<file path="src/rtl/ann_pkg.sv">
`default_nettype none
// ============================================================================
// Module      : ann_pkg
// Description : Shared constants, FSM state encoding and a small helper for
//               the ANN day sequencer (ann_day_sequencer / ann_seq_addr_gen).
// Revision    : 1.0 - initial release
// ============================================================================
package ann_pkg;

    // Default word width (INPUT_SIZE*12) and weights per day set.
    localparam int c_WIDTH     = 156;
    localparam int c_NUM_W     = 40;

    // Day index width (pred_day port) and phase counter width.
    localparam int c_DAY_W     = 9;
    localparam int c_CNT_W     = 16;

    // Temperature fetch phase: 5 reads (d..d+4) plus one trailing capture cycle.
    localparam int c_FETCH_LEN = 6;

    // Sequencer states, explicitly encoded.
    typedef enum logic [3:0] {
        S_IDLE     = 4'd0,
        S_LOAD_W   = 4'd1,
        S_FETCH_T  = 4'd2,
        S_CALC     = 4'd3,
        S_TRAIN    = 4'd4,
        S_READBACK = 4'd5,
        S_NEXT     = 4'd6,
        S_DONE     = 4'd7,
        S_ERR      = 4'd8
    } state_e;

    // States in which a new run may be started.
    function automatic logic is_idle_like(input state_e s);
        return (s == S_IDLE) || (s == S_DONE) || (s == S_ERR);
    endfunction

endpackage
`default_nettype wire

</file>
<file path="src/rtl/ann_seq_addr_gen.sv">
`default_nettype none
// ============================================================================
// Module      : ann_seq_addr_gen
// Description : Day-base counters for the ANN day sequencer. Keeps the current
//               day index d and a running weight base d*NUM_W (accumulated,
//               not multiplied), and adds the per-phase offset to form the
//               temperature and weight RAM addresses.
// Ports       : clk, rst       - clock, async active-high reset
//               i_clear        - return to day 0 (start of run / abort)
//               i_advance      - step to next day
//               i_offset       - offset within the current day
//               o_day          - current day index
//               o_t_addr       - temperature RAM address (d + offset)
//               o_w_addr       - weight RAM address (d*NUM_W + offset)
// Revision    : 1.0 - initial release
// ============================================================================
module ann_seq_addr_gen
    import ann_pkg::*;
#(
    parameter int NUM_W = c_NUM_W,
    parameter int AW    = 14
) (
    input  logic               clk,
    input  logic               rst,
    input  logic               i_clear,
    input  logic               i_advance,
    input  logic [AW-1:0]      i_offset,
    output logic [c_DAY_W-1:0] o_day,
    output logic [AW-1:0]      o_t_addr,
    output logic [AW-1:0]      o_w_addr
);

    logic [c_DAY_W-1:0] r_day;
    logic [AW-1:0]      r_w_base;

    always_ff @(posedge clk or posedge rst) begin
        if (rst) begin
            r_day    <= '0;
            r_w_base <= '0;
        end else if (i_clear) begin
            r_day    <= '0;
            r_w_base <= '0;
        end else if (i_advance) begin
            r_day    <= r_day + c_DAY_W'(1);
            r_w_base <= r_w_base + AW'(NUM_W);
        end
    end

    assign o_day    = r_day;
    assign o_t_addr = AW'(r_day) + i_offset;
    assign o_w_addr = r_w_base + i_offset;

endmodule
`default_nettype wire

</file>
<file path="src/rtl/ann_day_sequencer.sv">
`default_nettype none
// ============================================================================
// Module      : ann_day_sequencer
// Description : Per-day controller for the ANN TMax predictor. For each day d
//               it loads the day's weight set into the ANN, presents temps
//               d..d+3 (and d+4 as Target), triggers the calculation, emits the
//               prediction and, in training mode, pulses training and writes
//               the updated weights back to the weight RAM.
// Ports       : Clk/Reset_h            - clock, async active-high reset
//               start_h/train_mode_h   - run start pulse / mode sampled at start
//               abort_h                - return to IDLE
//               t_*                    - temperature RAM read port (1-cycle)
//               w_*                    - weight RAM read/write port (1-cycle)
//               Weight_in..Weight_Load_enable - ANN control/data
//               Data_out/New_weight_out/Ready_Signal - ANN results
//               pred_valid/pred_data/pred_day - prediction output
//               busy/done/err          - run status
// Revision    : 1.0 - initial release
// ============================================================================
module ann_day_sequencer
    import ann_pkg::*;
#(
    parameter int WIDTH      = c_WIDTH,
    parameter int NUM_W      = c_NUM_W,
    parameter int NUM_DAYS   = 365,
    parameter int AW         = 14,
    parameter int CALC_TO    = 255,
    parameter int TRAIN_WAIT = 8
) (
    input  logic               Clk,
    input  logic               Reset_h,
    input  logic               start_h,
    input  logic               train_mode_h,
    input  logic               abort_h,
    output logic [AW-1:0]      t_addr,
    output logic               t_rd_en,
    input  logic [WIDTH-1:0]   t_rd_data,
    output logic [AW-1:0]      w_addr,
    output logic               w_rd_en,
    output logic               w_wr_en,
    input  logic [WIDTH-1:0]   w_rd_data,
    output logic [WIDTH-1:0]   w_wr_data,
    output logic [WIDTH-1:0]   Weight_in,
    output logic               Weight_Save_enable,
    output logic [WIDTH-1:0]   Temperature_in_0,
    output logic [WIDTH-1:0]   Temperature_in_1,
    output logic [WIDTH-1:0]   Temperature_in_2,
    output logic [WIDTH-1:0]   Temperature_in_3,
    output logic [WIDTH-1:0]   Target,
    output logic               tb_rev_ready_h,
    output logic               training_enable_h,
    output logic               Weight_Load_enable,
    input  logic [WIDTH-1:0]   Data_out,
    input  logic [WIDTH-1:0]   New_weight_out,
    input  logic               Ready_Signal,
    output logic               pred_valid,
    output logic [WIDTH-1:0]   pred_data,
    output logic [c_DAY_W-1:0] pred_day,
    output logic               busy,
    output logic               done,
    output logic               err
);

    state_e               r_state;
    state_e               w_state_next;
    logic [c_CNT_W-1:0]   r_cnt;
    logic                 r_train;
    logic                 r_rdy_prev;
    logic [WIDTH-1:0]     r_temp0;
    logic [WIDTH-1:0]     r_temp1;
    logic [WIDTH-1:0]     r_temp2;
    logic [WIDTH-1:0]     r_temp3;
    logic [WIDTH-1:0]     r_target;
    logic                 r_pred_valid;
    logic [WIDTH-1:0]     r_pred_data;
    logic [c_DAY_W-1:0]   r_pred_day;

    logic                 w_start_ok;
    logic                 w_rdy_edge;
    logic                 w_last_day;
    logic                 w_clear;
    logic                 w_advance;
    logic [AW-1:0]        w_offset;
    logic [c_DAY_W-1:0]   w_day;

    assign w_start_ok = start_h & ~abort_h & is_idle_like(r_state);
    // Only a fresh 0->1 edge after the trigger cycle counts; a Ready level left
    // over from the previous calculation must not complete this one.
    assign w_rdy_edge = Ready_Signal & ~r_rdy_prev & (r_cnt != '0);
    assign w_last_day = (w_day == c_DAY_W'(NUM_DAYS - 1));
    assign w_clear    = w_start_ok | abort_h;
    assign w_advance  = (r_state == S_NEXT) & ~w_last_day & ~abort_h;

    ann_seq_addr_gen #(
        .NUM_W (NUM_W),
        .AW    (AW)
    ) u_addr_gen (
        .clk       (Clk),
        .rst       (Reset_h),
        .i_clear   (w_clear),
        .i_advance (w_advance),
        .i_offset  (w_offset),
        .o_day     (w_day),
        .o_t_addr  (t_addr),
        .o_w_addr  (w_addr)
    );

    // ------------------------------------------------------------------------
    // State register
    // ------------------------------------------------------------------------
    always_ff @(posedge Clk or posedge Reset_h) begin
        if (Reset_h) begin
            r_state <= S_IDLE;
        end else begin
            r_state <= w_state_next;
        end
    end

    // ------------------------------------------------------------------------
    // Next-state logic
    // ------------------------------------------------------------------------
    always_comb begin
        w_state_next = r_state;
        if (abort_h) begin
            w_state_next = S_IDLE;
        end else begin
            case (r_state)
                S_IDLE, S_DONE, S_ERR: begin
                    if (start_h) w_state_next = S_LOAD_W;
                end
                S_LOAD_W: begin
                    if (r_cnt == c_CNT_W'(NUM_W)) w_state_next = S_FETCH_T;
                end
                S_FETCH_T: begin
                    if (r_cnt == c_CNT_W'(c_FETCH_LEN - 1)) w_state_next = S_CALC;
                end
                S_CALC: begin
                    // A result arriving on the last allowed cycle still wins.
                    if (w_rdy_edge)
                        w_state_next = r_train ? S_TRAIN : S_NEXT;
                    else if (r_cnt == c_CNT_W'(CALC_TO - 1))
                        w_state_next = S_ERR;
                end
                S_TRAIN: begin
                    if (r_cnt == c_CNT_W'(TRAIN_WAIT)) w_state_next = S_READBACK;
                end
                S_READBACK: begin
                    if (r_cnt == c_CNT_W'(NUM_W)) w_state_next = S_NEXT;
                end
                S_NEXT: begin
                    w_state_next = w_last_day ? S_DONE : S_LOAD_W;
                end
                default: w_state_next = S_IDLE;
            endcase
        end
    end

    // ------------------------------------------------------------------------
    // Phase counter, captured temperatures and prediction registers
    // ------------------------------------------------------------------------
    always_ff @(posedge Clk or posedge Reset_h) begin
        if (Reset_h) begin
            r_cnt        <= '0;
            r_train      <= 1'b0;
            r_rdy_prev   <= 1'b0;
            r_temp0      <= '0;
            r_temp1      <= '0;
            r_temp2      <= '0;
            r_temp3      <= '0;
            r_target     <= '0;
            r_pred_valid <= 1'b0;
            r_pred_data  <= '0;
            r_pred_day   <= '0;
        end else begin
            r_rdy_prev   <= Ready_Signal;
            r_pred_valid <= 1'b0;

            // Counter restarts at 0 on every state change.
            if (abort_h || (w_state_next != r_state) || is_idle_like(r_state))
                r_cnt <= '0;
            else
                r_cnt <= r_cnt + c_CNT_W'(1);

            if (w_start_ok) r_train <= train_mode_h;

            // Read issued on cycle n lands on cycle n+1.
            if ((r_state == S_FETCH_T) && !abort_h) begin
                if (r_cnt == c_CNT_W'(1)) r_temp0  <= t_rd_data;
                if (r_cnt == c_CNT_W'(2)) r_temp1  <= t_rd_data;
                if (r_cnt == c_CNT_W'(3)) r_temp2  <= t_rd_data;
                if (r_cnt == c_CNT_W'(4)) r_temp3  <= t_rd_data;
                if (r_cnt == c_CNT_W'(5)) r_target <= t_rd_data;
            end

            if ((r_state == S_CALC) && w_rdy_edge && !abort_h) begin
                r_pred_valid <= 1'b1;
                r_pred_data  <= Data_out;
                r_pred_day   <= w_day;
            end
        end
    end

    // ------------------------------------------------------------------------
    // Output logic
    // ------------------------------------------------------------------------
    always_comb begin
        t_rd_en            = 1'b0;
        w_rd_en            = 1'b0;
        w_wr_en            = 1'b0;
        w_wr_data          = '0;
        Weight_in          = '0;
        Weight_Save_enable = 1'b0;
        tb_rev_ready_h     = 1'b0;
        training_enable_h  = 1'b0;
        Weight_Load_enable = 1'b0;
        w_offset           = '0;
        busy               = ~is_idle_like(r_state);
        done               = (r_state == S_DONE);
        err                = (r_state == S_ERR);
        case (r_state)
            S_LOAD_W: begin
                w_offset = AW'(r_cnt);
                w_rd_en  = (r_cnt < c_CNT_W'(NUM_W));
                // Weight read on cycle k is handed to the ANN on cycle k+1.
                if (r_cnt != '0) begin
                    Weight_Save_enable = 1'b1;
                    Weight_in          = w_rd_data;
                end
            end
            S_FETCH_T: begin
                w_offset = AW'(r_cnt);
                t_rd_en  = (r_cnt < c_CNT_W'(c_FETCH_LEN - 1));
            end
            S_CALC: begin
                tb_rev_ready_h = (r_cnt == '0);
            end
            S_TRAIN: begin
                training_enable_h = (r_cnt == '0);
            end
            S_READBACK: begin
                Weight_Load_enable = 1'b1;
                // The ANN needs one cycle before the first updated weight appears.
                if (r_cnt != '0) begin
                    w_wr_en   = 1'b1;
                    w_wr_data = New_weight_out;
                    w_offset  = AW'(r_cnt - c_CNT_W'(1));
                end
            end
            default: ;
        endcase
    end

    assign Temperature_in_0 = r_temp0;
    assign Temperature_in_1 = r_temp1;
    assign Temperature_in_2 = r_temp2;
    assign Temperature_in_3 = r_temp3;
    assign Target           = r_target;
    assign pred_valid       = r_pred_valid;
    assign pred_data        = r_pred_data;
    assign pred_day         = r_pred_day;

endmodule
`default_nettype wire

</file>
<file path="config.mk">
export PLATFORM = sky130hd
export DESIGN_NAME = ann_day_sequencer
export DESIGN_NICKNAME = d
export VERILOG_FILES = /design/src/rtl/ann_pkg.sv /design/src/rtl/ann_seq_addr_gen.sv /design/src/rtl/ann_day_sequencer.sv
export SDC_FILE = /design/constraint.sdc
export NUM_CORES = 2
export LEC_CHECK = 0
export ABC_AREA = 1
export CAP_MARGIN = 20
export CORE_AREA = 2 2 756 758
export DETAILED_ROUTE_END_ITERATION = 16
export DIE_AREA = 0 0 758 760
export PLACE_DENSITY = 0.31
export SYNTH_ARGS = -nofsm -noshare
export SYNTH_HDL_FRONTEND = slang
export SYNTH_SLANG_ARGS = --single-unit
</file>
<file path="constraint.sdc">
create_clock -name Clk -period 58.4 [get_ports Clk]
set_input_delay 11.68 -clock Clk [delete_from_list [all_inputs] [get_ports Clk]]
set_output_delay 11.68 -clock Clk [all_outputs]
set_load 0.02 [all_outputs]
</file>
==> results.cfg <==
[outcome]
status = completed

[die]
start_util_pct = 7.19
die_height_um = 760
dieArea_sq_um = 576000
core_sq_um = 568000
die_w_um = 758
rows = 277
ios = 1926

[route]
drc = 0
wl_met1_um = 163000
wl_met3_um = 53200
top_layer = met5
wl_per_cell_um = 26.6
vias_per_cell = 2.76
dr.pass1.iters = 7
antenna_left = 0
met2WireLength_um = 146000
wl_um = 368000
vias = 38181
drtIter0Drc = 2382

[placement]
finalWeightedCongestion = 0.926
dp_hpwl_um = 308000
dpl_cell_area_sq_um = 68800
place_inst = 13534
io_buffers = 1925

[sta]
setup_violations = 0
tightest_slew_ns = 1.15
final_max_slew_viol_count = 0
fin_worst_skew_ns = 0.0683
slew_headroom_pct = 22.9
hold_viol = 0
rsz0062_at_grt = false
min_period_over_period_pct = 43.6
max_freq_mhz = 39.2
tns_ns = 0
period_needed_ns = 25.48

[power_and_ir_drop]
total_power_mw = 1.74
p_leak_nw = 30.6
max-vdd-ir-drop_uv = 19.1
power_density_nw_per_um2 = 23.5

[global_routing]
grt_pass1_wl_um = 460000
antenna_found_initial = 221
gr-total-overflow = 0
grtUsageTotal_pct = 12.3
grt_pass1_vias = 38767
grt_max_degree = 136

[finish]
area_growth_pct = 80.9
post-route-util_pct = 13.0
drive_gt1_share_pct = 7.35
fin_area_sq_um = 73800
final_cell_count_no_fill = 13845
fillCellCount = 64999
fin_nets = 6812

[synthesis]
ys_seq_area_share_pct = 60.6
yosysTopAreaCell = dfrtp_1
avgSynthCellArea_sq_um = 9.57
ys.flop_type = dfrtp_1
ys_types = 50
async_flop_share_pct = 100
synth.top_cell.area_share_pct = 60.6
synth.ff_latch_count = 988
yosys_warnings = 0
synth_edf_count = 0
syn_nets = 4920
ys_top_cells_by_count = dfrtp_1 (988), nand2_1 (906), inv_1 (543), o21ai_1 (543), nor2_1 (382)
synth_area_leaders = dfrtp_1 (61%), nand2_1 (8.3%), o21ai_1 (6.7%)
yosysMostFrequentCell = dfrtp_1
syn_inst = 4262
syn_area_sq_um = 40800

[critical_path]
reg2reg_to = pred_data[101]
crit_arrival_ns = 13.80
rr_worst_depth = 10
start_kind = input pin
criticalPathCategory = input pin to output port
critical_path_peak_fanout = 1
crit-reg2reg-launch = r_cnt[0]
r2r_slack_ns = 54.63
cp.required_ns = 46.72
cp-end-kind = output port

[worst_hold_path]
hold_end = Temperature_in_0[104]
whs_path_depth = 2
hp-start = Temperature_in_0[104]
min_path_type = register to register

[cts]
clock_latency_ns = 0.87
htreeDepth = 4
cts_buffer_depth = 4
post_cts_buffers = 0
cts.sinks = 988
cts_tree = done
ctsResizeCount = 0
root_buffer = clkbuf_16
numCtsBuffers = 151
cts.clk_slew.worst_paths_ns = 0.05
holdBufCountCts = 0

[job]
maxCapViolCount = 0
==> through the flow <==
step / worst slack [ns] / hold WS, ns
floorplan: 18.92 / 0.481
global placement: 32.93 / 0.465
detailed placement: 32.96 / 0.473
CTS: 32.94 / 0.487
global route: 32.96 / 0.500
finish: 32.92 / 0.483
==> report_power, final <==
group	internal [mW]	switching (mW)
logic	0.0459	0.0747
clock network	0.534	0.396
registers	0.686	0.000739
total	1.27	0.471
==> kinds of logic after synthesis <==
| kind of cell | after synthesis | share of synthesized area, % |
|---|---|---|
| adders and majority gates | 28 | 0.877 |
| DFF | 988 | 60.6 |
| xor gates and xnor gates | 39 | 0.837 |
| and+or+nand+nor | 1400 | 13.7 |
| buffers and inverters | 789 | 7.95 |
| AOI/OAI and AO/OA | 861 | 10.7 |
| muxes | 157 | 5.25 |
==> how the worst max path moves through the flow <==
stage	startpoint	to	slack, ns	depth (start not counted)
finish	w_rd_data[22]	Weight_in[22]	32.92	4
global route	w_rd_data[16]	Weight_in[16]	32.96	4
CTS	w_rd_data[16]	Weight_in[16]	32.94	4
detailed placement	w_rd_data[16]	Weight_in[16]	32.96	4
global placement	w_rd_data[16]	Weight_in[16]	32.93	4
floorplan	Reset_h	Target[0]	18.92	1
==> layer usage <==
metal  vias up  global-route usage [%]
li1      17329                       -
met1     18379                    15.8
met2      1946                    17.5
met3       451                    7.75
met4        76                    1.55
met5         -                   0.601
==> cells in the final DEF, fill, tap and decap left out, types with 29 or more instances in the layout <==
cell type and n:
o21ai_1 543, nor2_1 382, clkbuf_1 33, clkbuf_16 152
buf_4 44, o21ai_0 258, inv_1 542, mux2_4 100
mux2_1 31, nand3_1 40, xor2_1 33, nand2_1 905
clkdlybuf4s50_1 1924, a21oi_1 29, diode_2 51, dfrtp_1 988
==> registers in the layout, indices dropped and copies added (netlist names), 9 cells and up <==
name and cells:
Target 156, Temperature_in_0 156, Temperature_in_1 156, Temperature_in_2 156, Temperature_in_3 156, pred_data 156, r_cnt 16, u_addr_gen.r_w_base 11
pred_day 9, u_addr_gen.o_day 9
==> final cells by class <==
class | instances | area (sq um) | area share (%)
Antenna cell | 51 | 128 | 0.173
Clock buffer | 208 | 4240 | 5.75
Clock inverter | 52 | 596 | 0.807
Inverter | 554 | 2090 | 2.83
Multi-Input combinational cell | 2485 | 12900 | 17.5
Sequential cell | 988 | 24700 | 33.5
Tap cell | 7533 | 9430 | 12.8
Timing Repair Buffer | 1974 | 19700 | 26.7
==> worst max-delay path: stages <==
cell and delay, ns:
clkdlybuf4s50_1 0.55, inv_1 0.11, nor2_1 0.56, clkdlybuf4s50_1 0.88
Note: power is estimated with default switching activity, not from simulation.
